===== src/rtl/fifo_rate_gen_fifo.sv =====
// FIFO exerciser: periodic write/read strobes drive an incrementing data source
// through a circular FIFO, with fill level and saturating overflow/underflow counters.
module fifo_rate_gen_fifo #(
  parameter int unsigned DATA_WIDTH    = 12,
  parameter int unsigned DEPTH_LOG2    = 3,
  parameter int unsigned WR_EN_PERIOD  = 100,
  parameter int unsigned RD_EN_PERIOD  = 35,
  parameter int unsigned ERR_CNT_WIDTH = 16
) (
  input  logic                     clk,
  input  logic                     kill,
  input  logic                     run,
  output logic [DATA_WIDTH-1:0]    data_read,
  output logic                     data_valid,
  output logic                     full,
  output logic                     empty,
  output logic [DEPTH_LOG2:0]      level,
  output logic [ERR_CNT_WIDTH-1:0] ovf_cnt,
  output logic [ERR_CNT_WIDTH-1:0] udf_cnt
);

  localparam int unsigned DEPTH    = 2 ** DEPTH_LOG2;
  localparam int unsigned PTR_W    = DEPTH_LOG2 + 1;
  localparam int unsigned WR_CNT_W = (WR_EN_PERIOD > 1) ? $clog2(WR_EN_PERIOD) : 1;
  localparam int unsigned RD_CNT_W = (RD_EN_PERIOD > 1) ? $clog2(RD_EN_PERIOD) : 1;

  localparam logic [WR_CNT_W-1:0] WR_LAST = WR_CNT_W'(WR_EN_PERIOD - 1);
  localparam logic [RD_CNT_W-1:0] RD_LAST = RD_CNT_W'(RD_EN_PERIOD - 1);

  // Reject unsupported parameterisations at elaboration.
  if (WR_EN_PERIOD == 0) begin : g_bad_wr_period
    $error("fifo_rate_gen_fifo: WR_EN_PERIOD must be >= 1");
  end
  if (RD_EN_PERIOD == 0) begin : g_bad_rd_period
    $error("fifo_rate_gen_fifo: RD_EN_PERIOD must be >= 1");
  end
  if (DEPTH_LOG2 == 0) begin : g_bad_depth
    $error("fifo_rate_gen_fifo: DEPTH_LOG2 must be >= 1");
  end

  logic [WR_CNT_W-1:0]      wr_cnt_q, wr_cnt_d;
  logic [RD_CNT_W-1:0]      rd_cnt_q, rd_cnt_d;
  logic [DATA_WIDTH-1:0]    gen_q, gen_d;
  logic [PTR_W-1:0]         wr_ptr_q, wr_ptr_d;
  logic [PTR_W-1:0]         rd_ptr_q, rd_ptr_d;
  logic [PTR_W-1:0]         level_q, level_d;
  logic [DATA_WIDTH-1:0]    data_read_q, data_read_d;
  logic                     data_valid_q, data_valid_d;
  logic [ERR_CNT_WIDTH-1:0] ovf_cnt_q, ovf_cnt_d;
  logic [ERR_CNT_WIDTH-1:0] udf_cnt_q, udf_cnt_d;

  logic [DATA_WIDTH-1:0]    mem_q [DEPTH];

  logic wr_stb_c, rd_stb_c;
  logic wr_accept_c, rd_accept_c;
  logic full_c, empty_c;

  // Strobe generators: count 0..PERIOD-1 while running, strobe and wrap at the top.
  always_comb begin
    wr_stb_c = 1'b0;
    wr_cnt_d = '0;
    if (run) begin
      if (wr_cnt_q == WR_LAST) begin
        wr_stb_c = 1'b1;
      end else begin
        wr_cnt_d = wr_cnt_q + WR_CNT_W'(1);
      end
    end
  end

  always_comb begin
    rd_stb_c = 1'b0;
    rd_cnt_d = '0;
    if (run) begin
      if (rd_cnt_q == RD_LAST) begin
        rd_stb_c = 1'b1;
      end else begin
        rd_cnt_d = rd_cnt_q + RD_CNT_W'(1);
      end
    end
  end

  // Extra pointer MSB separates the full and empty cases of equal RAM addresses.
  assign empty_c = (wr_ptr_q == rd_ptr_q);
  assign full_c  = (wr_ptr_q[DEPTH_LOG2] != rd_ptr_q[DEPTH_LOG2]) &&
                   (wr_ptr_q[DEPTH_LOG2-1:0] == rd_ptr_q[DEPTH_LOG2-1:0]);

  // No bypass: a read sees only words already stored before this edge.
  assign rd_accept_c = rd_stb_c && !empty_c;
  assign wr_accept_c = wr_stb_c && (!full_c || rd_accept_c);

  // FIFO bookkeeping, data source and error counters.
  always_comb begin
    wr_ptr_d     = wr_ptr_q;
    rd_ptr_d     = rd_ptr_q;
    gen_d        = gen_q;
    level_d      = level_q;
    data_read_d  = data_read_q;
    data_valid_d = 1'b0;
    ovf_cnt_d    = ovf_cnt_q;
    udf_cnt_d    = udf_cnt_q;

    if (wr_accept_c) begin
      wr_ptr_d = wr_ptr_q + PTR_W'(1);
      gen_d    = gen_q + DATA_WIDTH'(1);
    end else if (wr_stb_c && (ovf_cnt_q != '1)) begin
      ovf_cnt_d = ovf_cnt_q + ERR_CNT_WIDTH'(1);
    end

    if (rd_accept_c) begin
      rd_ptr_d     = rd_ptr_q + PTR_W'(1);
      data_read_d  = mem_q[rd_ptr_q[DEPTH_LOG2-1:0]];
      data_valid_d = 1'b1;
    end else if (rd_stb_c && (udf_cnt_q != '1)) begin
      udf_cnt_d = udf_cnt_q + ERR_CNT_WIDTH'(1);
    end

    case ({wr_accept_c, rd_accept_c})
      2'b10:   level_d = level_q + PTR_W'(1);
      2'b01:   level_d = level_q - PTR_W'(1);
      default: level_d = level_q;
    endcase
  end

  always_ff @(posedge clk or negedge kill) begin
    if (!kill) begin
      wr_cnt_q     <= '0;
      rd_cnt_q     <= '0;
      gen_q        <= '0;
      wr_ptr_q     <= '0;
      rd_ptr_q     <= '0;
      level_q      <= '0;
      data_read_q  <= '0;
      data_valid_q <= 1'b0;
      ovf_cnt_q    <= '0;
      udf_cnt_q    <= '0;
    end else begin
      wr_cnt_q     <= wr_cnt_d;
      rd_cnt_q     <= rd_cnt_d;
      gen_q        <= gen_d;
      wr_ptr_q     <= wr_ptr_d;
      rd_ptr_q     <= rd_ptr_d;
      level_q      <= level_d;
      data_read_q  <= data_read_d;
      data_valid_q <= data_valid_d;
      ovf_cnt_q    <= ovf_cnt_d;
      udf_cnt_q    <= udf_cnt_d;
    end
  end

  // Storage array carries no reset; its content is only observed after a write.
  always_ff @(posedge clk) begin
    if (wr_accept_c) begin
      mem_q[wr_ptr_q[DEPTH_LOG2-1:0]] <= gen_q;
    end
  end

  assign data_read  = data_read_q;
  assign data_valid = data_valid_q;
  assign full       = full_c;
  assign empty      = empty_c;
  assign level      = level_q;
  assign ovf_cnt    = ovf_cnt_q;
  assign udf_cnt    = udf_cnt_q;

endmodule


===== config.mk =====
export PLATFORM = sky130hd
export DESIGN_NAME = fifo_rate_gen_fifo
export DESIGN_NICKNAME = d
export VERILOG_FILES = /design/src/rtl/fifo_rate_gen_fifo.sv
export SDC_FILE = /design/constraint.sdc
export NUM_CORES = 1
export LEC_CHECK = 0
export ABC_AREA = 0
export CAP_MARGIN = 40
export CORE_UTILIZATION = 58
export DETAILED_ROUTE_END_ITERATION = 16
export PLACE_DENSITY = 0.79
export SYNTH_ARGS = -nofsm -noshare
export SYNTH_HDL_FRONTEND = slang
export SYNTH_SLANG_ARGS = --single-unit

===== constraint.sdc =====
create_clock -name clk -period 4 [get_ports clk]
set_input_delay 0.4 -clock clk [delete_from_list [all_inputs] [get_ports clk]]
set_output_delay 0.4 -clock clk [all_outputs]
set_load 0.03 [all_outputs]

After elaboration in Yosys (flattened, before gate mapping) --
Memories as Yosys holds them, arrays and structs flattened. A register that Yosys moved wholly into a read port is not among the register bits. Index checks and enable logic that the tools add are counted.
Storage, ports and cells: register bits 70, output and inout port bits 51, logic and storage cells 54, RAM bits 96, memories kept 1, bits of input ports 3
Operators by class: reductions and logical operators 12, muxes and demuxes 12, bitwise logic cells 2, eq/ne operators 9, add/subtract/negate cells 9
Memory list:
- mem_q | words 8, bits a word 12, rd ports 1, clocked after Yosys merged registers in 1, write ports 1, line 52 | logic [DATA_WIDTH-1:0] mem_q [DEPTH];
Operators with widths (number):
- 16-bit by 1-bit adder with 16-bit output, second input constant | 2
- 16-bit != test, second input constant | 2
- 7-bit two-way mux | 2
- 12-bit by 1-bit adder with 12-bit output, second input constant | 1
- 4-bit by 1-bit adder with 4-bit output, second input constant | 3
- 6-bit two-way mux | 2
- 4-bit one-hot mux with 2 select lines | 1
- 7-bit by 1-bit adder with 7-bit output, second input constant | 1
- 7-bit equality test, second input constant | 1
- 1-bit two-way mux | 7
- 6-bit by 1-bit adder with 6-bit output, second input constant | 1
- 6-bit equality test, second input constant | 1
- 1-bit logical AND | 5
- 4-bit equality test | 1
- 2-bit AND reduction | 2
- 4-bit by 1-bit subtractor with 4-bit output, second input constant | 1
- 3-bit equality test | 1
- 1-bit zero test | 3
- 2-bit by 1-bit equality test with 1-bit output, second input constant | 1
- 2-bit equality test, second input constant | 1
- 1-bit inverter | 2
- 2-bit nonzero test | 1
- 1-bit logical OR | 1
- 1-bit != test | 1

Depth between registers and ports, before layout --
Gate-level depths: netlist (run 1).
depth in word-level cells 8, mapped depth 11, gate-level depth less buffers 11

Least setup slack after synthesis (run 1) --
OpenSTA, ideal clock, no wires.
path kind register to register, start point register rd_ptr_q[0], end point register level_q[3], in the netlist level[3], stages on the path, launching flop included 11, buffers on the path 1, arrival 3.178 ns, data required time 3.867 ns, library setup time 0.133 ns, clock period less this slack 3.311 ns, path slack 0.689 ns, path through dfrtp_1 -> buf_6 -> xor2_1 -> nor4_1 -> nor3_1 -> ha_1 -> a21o_1 -> a21o_1 -> nor4_1 -> a31oi_1 -> xnor2_1
Between the ends: longest elaborated chain between the ends 7, elaborated cells on any way between the ends 12, those cells by class eq/ne (4); mux (1); reduce/logical (7)
RTL lines:
- from (decl) | line 45 | logic [PTR_W-1:0] rd_ptr_q, rd_ptr_d;
- from (signal assigned) | line 142 | rd_ptr_q <= rd_ptr_d;
- 4-bit equality test (*) | line 84 | assign empty_c = (wr_ptr_q == rd_ptr_q);
- named net empty | line 16 | output logic empty,
- 1-bit zero test (*) | line 89 | assign rd_accept_c = rd_stb_c && !empty_c;
- 1-bit logical AND (*) | line 89
- 1-bit logical OR | line 90 | assign wr_accept_c = wr_stb_c && (!full_c || rd_accept_c);
- 1-bit logical AND | line 90
- 2-bit by 1-bit equality test with 1-bit output / 2-bit equality test (equally long branches) | line 118 | case ({wr_accept_c, rd_accept_c})
- 4-bit one-hot mux with 2 select lines / 2-bit nonzero test (equally long branches)
- to (signal assigned) | line 143 | level_q <= level_d;
- to (decl) | line 46 | logic [PTR_W-1:0] level_q, level_d;
Mark *: on every way through the listed nets, which the timed path passes. The rest lies on a longest branch. A chain may end at the register's enable or synchronous reset.

Worst setup path after layout (run 1) --
start point register wr_ptr_q[0], end point output full
Between the ends: longest elaborated chain between the ends 2
RTL lines:
- from (decl) | line 44 | logic [PTR_W-1:0] wr_ptr_q, wr_ptr_d;
- from (signal assigned) | line 141 | wr_ptr_q <= wr_ptr_d;
- 3-bit equality test | line 86 | (wr_ptr_q[DEPTH_LOG2-1:0] == rd_ptr_q[DEPTH_LOG2-1:0]);
- 1-bit logical AND | line 85 | assign full_c = (wr_ptr_q[DEPTH_LOG2] != rd_ptr_q[DEPTH_LOG2]) &&
- to (decl) | line 15 | output logic full,
Every way passes these cells.

==> flow_summary.json, run 1 <==
{
  "drc": 0,
  "dpl_cell_area_um2": 8292,
  "drt_pass1_iterations": 5,
  "wl_um": 14550,
  "slew_viol_final": 0,
  "synth_seq_cells": 178,
  "layout_common_cells": "edfxtp_1, dfrtp_1, clkdlybuf4s50_1, nand2_1, xnor2_1",
  "synth_nets": 522,
  "worst-setup-path-type": "reg2out",
  "synth_warnings": 0,
  "yosysUniqueCellTypes": 42,
  "crit_start": "wr_ptr_q[0]",
  "ant_nets": 0,
  "power.internal_uw": 2848,
  "power_density_nw_per_um2": 405.4,
  "max-cap-violations": 0,
  "design.die.area_um2": 13370,
  "clockPowerShare_pct": 44.4,
  "final_net_count": 588,
  "p_leak_uw": 0.003464,
  "synthArstFlopShare_pct": 46.07,
  "ctsLongestPathBuffers": 2,
  "p_seq_share_pct": 53.9,
  "gp_congestion": 0.7974,
  "syn2layout_area_growth_pct": 18.56,
  "synth_edf_count": 96,
  "port_buffers": 53,
  "avgSynthCellArea_um2": 14.75,
  "tritoncts.num_buffers": 17,
  "drt-wirelength-per-cell_um": 19.16,
  "netSwitchingFraction_pct": 20.89,
  "multi_input_area_um2": 2455,
  "globalRouteOverflowTotal": 0,
  "fillCellCount": 836,
  "slowest_stage": "clkdlybuf4s50_1",
  "synthCells": 508,
  "die_width_um": 115.6,
  "period_share_pct": 79.23,
  "fmax_ghz": 0.3155,
  "hp-class": "in2async",
  "clk_latency_ps": 430,
  "finClkSkew_ps": 11.75,
  "cpPeakStageDelay_ps": 710,
  "antenna_found_initial": 0,
  "crit_path_end_kind": "output port",
  "yosysSeqAreaShare_pct": 65.88,
  "clkSlewWorstSetupHoldPaths_ps": 60,
  "fin_setup_tns_ps": 0,
  "stdcell_area_um2": 8881,
  "cts_htree_levels": 4,
  "r2r-start": "rd_cnt_q[0]",
  "fin_crit_ps": 3169,
  "hpwl_um": 9303,
  "io_pins": 54,
  "slew_headroom_pct": 52.78,
  "grt_pass1_wl_um": 23290,
  "status": "finished, final reports clean",
  "seq_area_um2": 4935,
  "arrival_ps": 2770,
  "drt_iter0_markers": 398,
  "required_ps": 3600,
  "vias_per_cell": 5.804,
  "finalHoldViolCount": 0,
  "path_max_fanout": 11,
  "setup_violations": 0,
  "core_um2": 12620,
  "cts_tree": "yes",
  "worst_pin_slew_ps": 704.1,
  "ctsResizeCount": 0,
  "grt_max_degree": 48,
  "ir_worst_vdd_uv": 316.5,
  "grt_usage_pct": 24.26,
  "rsz0062_at_grt": "no",
  "via_count": 4405,
  "rows": 41,
  "initial_core_util_pct": 59.36,
  "p_sw_uw": 752.1,
  "start_kind": "flop",
  "synth_ff_type": "edfxtp_1",
  "clock-sinks": 178,
  "p_comb_share_pct": 1.6,
  "fp.dieH_um": 115.6,
  "cts_setup_buffers": 0,
  "synth_area_um2": 7491,
  "num_antenna_cells": 0,
  "root_buffer": "clkbuf_16",
  "final_core_util_pct": 70.37,
  "cp_cell_sequence": "xor2_1 -> or4_1 -> inv_1 -> clkdlybuf4s50_1",
  "grt_pass1_vias": 4383,
  "layout_commonest_cell": "edfxtp_1",
  "drive_gt1_share_pct": 13.97
}
-- what timing repair did --
action                                 CTS  global route
hold buffers                             1             0
setup endpoints to repair                0             0
endpoints found under the hold margin   35             0
-- metal layers --
layer	routed length [µm]	GRT usage, %	share of wire (%)	up-vias
met5	0	0	0	-
met4	238	9.060	1.6	0
met3	776	5.701	5.3	20
met2	7507	39.76	52	137
met1	6023	31.92	41	2246
li1	-	-	-	2002
-- power by group through the flow --
stage | Sequential [µW] | Clock (µW) | Combinational [µW]
6_report | 1940 | 1600 | 58.5
3_5_place_dp | 1980 | 0 | 59.4
2_1_floorplan | 1980 | 0 | 20.2
4_1_cts | 1940 | 1620 | 60.6
5_1_grt | 1940 | 1700 | 65.7
3_3_place_gp | 1980 | 0 | 53.4
-- synthesized netlist by cell type, types with 10 or more instances --
cell      instances  area share [%]
o21ai_0          14            0.94
mux2i_1          13             1.7
inv_1            10            0.50
mux4_2           21             6.3
nand2_1          46             2.3
nand4_1          14             1.2
ha_1             10             1.7
nor2_1           28             1.4
xnor2_1          37             4.3
and3_1           10            0.84
edfxtp_1         96              38
nand3_1          20             1.3
dfrtp_1          82              27
xor2_1           27             3.2
nor3_1           13            0.87
-- flip-flops by register name, indices dropped and copies added (netlist names) --
signal and flops:
ovf_cnt 16, wr_cnt_q 7, rd_cnt_q 6, data_valid 1
udf_cnt 16, rd_ptr_q 4, data_read 12, mem_q 96
level 4, gen_q 12, wr_ptr_q 4
-- cell type report --
cell class / count / share of cell area (%)
clock buffers: 19 / 5.100
clock inverters: 13 / 1.423
inverters: 10 / 0.4227
multi-input cells: 300 / 27.64
flip-flops and latches: 178 / 55.56
well taps: 172 / 2.423
repair buffers: 67 / 7.425
-- stage by stage --
step                power (µW)  setup WS (ps)  hold slack (ps)  cells
finish                    3600          830.8            486.1    759
detailed placement        2039          832.9            403.9    726
global route              3706          689.4            507.9    759
global placement          2032          968.3            461.8    724
floorplan                 2001          689.2            104.4    508
CTS                       3624          818.9            488.2    759
-- path summary, 6_finish.rpt --
kind | endpoint | slack [ps] | depth (start not counted)
max | full | 830 | 4
min | ovf_cnt[12] | 490 | 2
max reg2reg | level[3] | 1020 | 11
min reg2reg | rd_cnt_q[0] | 490 | 1
max in group asynchronous | udf_cnt[7] | 2910 | 3
min in group clk | rd_cnt_q[0] | 490 | 1
-- critical path: cells and delay by family, from the launching register on --
| family | cells | cell delay, ps |
|---|---|---|
| buffers and inverters | 2 | 880 |
| DFF | 1 | 610 |
| xor gates and xnor gates | 1 | 170 |
| and+or+nand+nor | 1 | 670 |
-- kinds of logic (layout without fill, tap and decap cells) --
logic type / Yosys count / count (layout) / share of synthesized area, %
AOI/OAI and AO/OA: 24 / 24 / 2.372
muxes: 42 / 42 / 9.855
and+or+nand+nor: 159 / 159 / 10.71
adders and majority gates: 11 / 11 / 1.938
DFF: 178 / 178 / 65.88
buffers and inverters: 30 / 109 / 1.771
xor gates and xnor gates: 64 / 64 / 7.483
No activity file was read; power rests on OpenSTA's default activity.
==> run 2: changes to the inputs <==
CORE_UTILIZATION = 53   (was 58)
PLACE_DENSITY = 0.76   (was 0.79)
clock period = 2.8 ns   (was 4 ns; I/O delays follow)
==> flow_summary.json, run 2 (synthesized netlist as in run 1, its figures left out) <==
{
  "tritoncts.num_buffers": 17,
  "root_buffer": "clkbuf_16",
  "cts_tree": "yes",
  "p_sw_uw": 1072,
  "antenna_found_initial": 0,
  "finClkSkew_ps": 7.707,
  "power_density_nw_per_um2": 579.7,
  "hp-class": "in2async",
  "via_count": 4385,
  "die_width_um": 120.9,
  "netSwitchingFraction_pct": 20.67,
  "layout_common_cells": "edfxtp_1, dfrtp_1, clkdlybuf4s50_1, nand2_1, xnor2_1",
  "drt_pass1_iterations": 5,
  "fmax_ghz": 0.3970,
  "holdWs_ps": 327.8,
  "rr_endpoint": "level[3]",
  "dpl_cell_area_um2": 8343,
  "fin_crit_ps": 2519,
  "r2r-start": "rd_cnt_q[0]",
  "grt_pass1_wl_um": 21930,
  "stdcell_area_um2": 8950,
  "vias_per_cell": 5.665,
  "finalHoldViolCount": 0,
  "power.internal_uw": 4115,
  "required_ps": 3120,
  "fillCellCount": 968,
  "drt-wirelength-per-cell_um": 17.71,
  "crit_path_end_kind": "flop",
  "slew_viol_final": 0,
  "drt_iter0_markers": 351,
  "fp.dieH_um": 120.9,
  "grt_pass1_vias": 4286,
  "ctsLongestPathBuffers": 2,
  "arrival_ps": 2840,
  "rsz0062_at_grt": "no",
  "cts_setup_buffers": 0,
  "grt_usage_pct": 20.36,
  "slew_headroom_pct": 54.83,
  "wl_um": 13710,
  "reg2reg_slack_ps": 280,
  "initial_core_util_pct": 54.18,
  "design.die.area_um2": 14610,
  "max-cap-violations": 0,
  "clk_latency_ps": 430,
  "globalRouteOverflowTotal": 0,
  "num_antenna_cells": 0,
  "hpwl_um": 8894,
  "io_pins": 54,
  "worst-setup-path-type": "reg2reg",
  "p_seq_share_pct": 53.4,
  "grt_max_degree": 54,
  "p_leak_uw": 0.003497,
  "worst_pin_slew_ps": 671.3,
  "syn2layout_area_growth_pct": 19.48,
  "clock-sinks": 178,
  "clockPowerShare_pct": 44.9,
  "setup_violations": 0,
  "ir_worst_vdd_uv": 500.8,
  "clkSlewWorstSetupHoldPaths_ps": 70,
  "port_buffers": 53,
  "core_um2": 13830,
  "gp_congestion": 0.7733,
  "path_max_fanout": 4,
  "period_share_pct": 89.96,
  "largest_reg_flops": 96,
  "cts_htree_levels": 4,
  "drc": 0,
  "r2r_cells": 11,
  "p_comb_share_pct": 1.7,
  "ant_nets": 0,
  "drive_gt1_share_pct": 15.32,
  "status": "finished, final reports clean",
  "layout_commonest_cell": "edfxtp_1",
  "start_kind": "flop",
  "final_net_count": 595,
  "rows": 43
}
run 2: cell types whose count changed in the layout (fill, tap and decap cells not counted), sizes merged:
cell,change
clkdlybuf4s50,-2
inv,+1
clkinvlp,-3
bufinv,+1
clkinv,+2
clkbuf,-1
buf,+9
run 2: repair_timing:
action                                  4_1_cts  5_1_grt
hold buffers                                  1        0
endpoints found under the hold margin        29        0
endpoints found under the setup margin        0        1
resized for setup                             0        2
run 2: final cells by class:
class                      instances  area, µm²  share of cell area, %
timing repair buffer              74      703.2                  7.857
clock inverter                    14      153.9                  1.720
inverter                          10      37.54                 0.4194
multi-input combinational        300       2466                  27.55
tap                              180      225.2                  2.516
sequential                       178       4935                  55.14
clock buffer                      18      429.2                  4.795
run 2: worst max-delay path: stages, from the launching register on:
cell	delay, ps
dfrtp_1	410
inv_1	70
ha_1	150
nor4b_4	260
nand3_1	230
nor3_2	240
ha_1	260
a21o_1	160
a21o_1	180
nor4_1	190
a31oi_1	90
xnor2_1	150
run 2: through the flow:
stage	setup slack [ps]	cells	total power, µW	util [%]	TNS [ps]
global route	61.75	774	5352	64.73	0
detailed placement	215.6	741	2913	60.34	0
finish	281.1	774	5188	64.73	0
CTS	197.6	774	5236	64.63	0
floorplan	-282.3	508	2860	-	-9262
global placement	276.5	740	2905	60.14	0
run 2: how the worst max path moves through the flow:
stage	startpoint	to	slack, ps	depth (start not counted)
after CTS	rd_cnt_q[0]	level[3]	200	11
after floorplan	wr_cnt_q[0]	mem_q[6][0]	-280	7
after detailed placement	run	mem_q[3][11]	220	7
after global placement	run	mem_q[6][3]	280	7
final	rd_cnt_q[0]	level[3]	280	11
after global routing	rd_cnt_q[0]	level[3]	60	11
run 2: routing by layer:
layer | wire, µm | global-route usage (%) | vias up
met4 | 245 | 8.565 | 0
met3 | 559 | 4.699 | 18
met2 | 6842 | 32.29 | 112
met5 | 0 | 0 | -
met1 | 6062 | 27.13 | 2244
li1 | - | - | 2011
run 2: power groups by stage:
| stage | clock (µW) | sequential, µW | combinational (µW) |
|---|---|---|---|
| floorplan | 0 | 2830 | 29.6 |
| global placement | 0 | 2820 | 81.1 |
| detailed placement | 0 | 2820 | 88.9 |
| CTS | 2370 | 2770 | 90.7 |
| global route | 2480 | 2770 | 100 |
| finish | 2330 | 2770 | 88.8 |
==> run 3: changes to the inputs <==
PLACE_DENSITY = not set   (was 0.76)
PLACE_DENSITY_LB_ADDON = 0.25   (was not set)
==> flow_summary.json, run 3 (synthesized netlist as in run 1, its figures left out) <==
{
  "setup_violations": 0,
  "hpwl_um": 9227,
  "wl_um": 13860,
  "ant_nets": 0,
  "design.die.area_um2": 14610,
  "dp_slack_ps": 182.5,
  "p_leak_uw": 0.003490,
  "power_density_nw_per_um2": 572.9,
  "slew_headroom_pct": 55.58,
  "largest_reg_flops": 96,
  "top_layer": "met4",
  "grt_usage_pct": 21.05,
  "path_max_fanout": 12,
  "violations": "DRC",
  "fin_crit_ps": 2560,
  "cts_setup_buffers": 0,
  "wl_met1_um": 6090,
  "fmax_ghz": 0.3907,
  "die_width_um": 120.9,
  "required_ps": 2990,
  "layout_common_cells": "edfxtp_1, dfrtp_1, clkdlybuf4s50_1, nand2_1, xnor2_1",
  "slew_viol_final": 0,
  "rr_endpoint": "mem_q[4][9]",
  "rows": 43,
  "drt-wirelength-per-cell_um": 17.83,
  "fin_ws_ps": 240.4,
  "root_buffer": "clkbuf_16",
  "rsz0062_at_grt": "no",
  "final_net_count": 598,
  "globalRouteOverflowTotal": 0,
  "via_count": 4366,
  "max-cap-violations": 0,
  "worst_pin_slew_ps": 660.2,
  "ctsLongestPathBuffers": 2,
  "drive_gt1_share_pct": 15.08,
  "antenna_found_initial": 0,
  "syn2layout_area_growth_pct": 19.46,
  "wl_met2_um": 7046,
  "drc": 2,
  "num_antenna_cells": 0,
  "clkSlewWorstSetupHoldPaths_ps": 60,
  "layout_commonest_cell": "edfxtp_1",
  "io_pins": 54,
  "clk_latency_ps": 440,
  "drt_iter0_markers": 255,
  "start_kind": "flop",
  "route.met3.wl_um": 452,
  "grt_max_degree": 46,
  "finClkSkew_ps": 10.18,
  "finalHoldViolCount": 0,
  "dp.cells": 744,
  "worst-setup-path-type": "reg2reg",
  "status": "complete, but fails checks",
  "grt_pass1_wl_um": 22760,
  "crit_path_end_kind": "flop",
  "r2r_cells": 5,
  "grt_pass1_vias": 4457,
  "clock-sinks": 178,
  "cts_htree_levels": 4,
  "final_cells": 777,
  "hp-class": "in2async",
  "r2r-start": "wr_ptr_q[1]",
  "drt_pass1_iterations": 10,
  "vias_per_cell": 5.619,
  "reg2reg_slack_ps": 240,
  "initial_core_util_pct": 54.18,
  "gp_congestion": 0.8263,
  "fp.dieH_um": 120.9,
  "period_share_pct": 91.41,
  "ir_worst_vdd_uv": 417.1,
  "cts_tree": "yes",
  "tritoncts.num_buffers": 17,
  "arrival_ps": 2740,
  "core_um2": 13830,
  "port_buffers": 53
}
[run 3: changes by cell type in the layout (fill, tap and decap cells not counted), moves of 2 or more]
cell | previous run | this run
clkinv_4 | 3 | 0
clkinv_2 | 2 | 0
buf_4 | 22 | 25
clkinv_1 | 1 | 5
[run 3: what timing repair did]
action,CTS,global route
gates resized for setup,0,2
hold buffers,1,0
endpoints found under the setup margin,0,24
endpoints found under the hold margin,37,0
[run 3: per-layer routing]
layer  GRT usage (%)  vias up
li1                -     2017
met1           26.59     2245
met2           34.79       86
met3           5.216       18
met4           8.719        0
met5               0        -
[run 3: per-stage QoR]
stage / util, % / total power (µW) / hold slack, ps / setup TNS (ps) / instance area (µm²)
after floorplan: - / 2860 / -15.59 / -9262 / 7516
after global placement: 60.30 / 2905 / 464.4 / 0 / 8338
after detailed placement: 60.50 / 2914 / 285.8 / 0 / 8366
after CTS: 64.65 / 5168 / 366.5 / 0 / 8939
after global routing: 64.72 / 5271 / 411.8 / 0 / 8949
final: 64.72 / 5127 / 347.9 / 0 / 8949
[run 3: report_power, final]
group,internal [µW],switching (µW)
Clock,1300,961
Sequential,2760,17.1
Combinational,33.0,56.6
Total,4090,1030
[run 3: worst max path at each step]
stage,start,to,slack [ps],cells after the start
2_1_floorplan,wr_cnt_q[0],mem_q[6][0],-280,7
3_3_place_gp,run,mem_q[6][0],230,6
3_5_place_dp,rd_cnt_q[0],mem_q[6][1],180,8
4_1_cts,rd_cnt_q[0],mem_q[6][10],160,8
5_1_grt,wr_ptr_q[1],mem_q[5][10],70,5
6_report,wr_ptr_q[1],mem_q[4][9],240,5
[run 3: cell type report]
class	count	area [µm²]
clock buffers	18	429.2
well taps	180	225.2
multi-input cells	300	2462
inverters	10	37.54
repair buffers	77	725.7
fillers	942	4878
flip-flops and latches	178	4935
clock inverters	14	133.9
[run 3: worst max-delay path, cell delays in order (launching register included)]
cell and delay, ps:
dfrtp_1 580, xor2_1 180, or4_1 630, o211ai_1 570, nor4b_2 120, buf_4 230
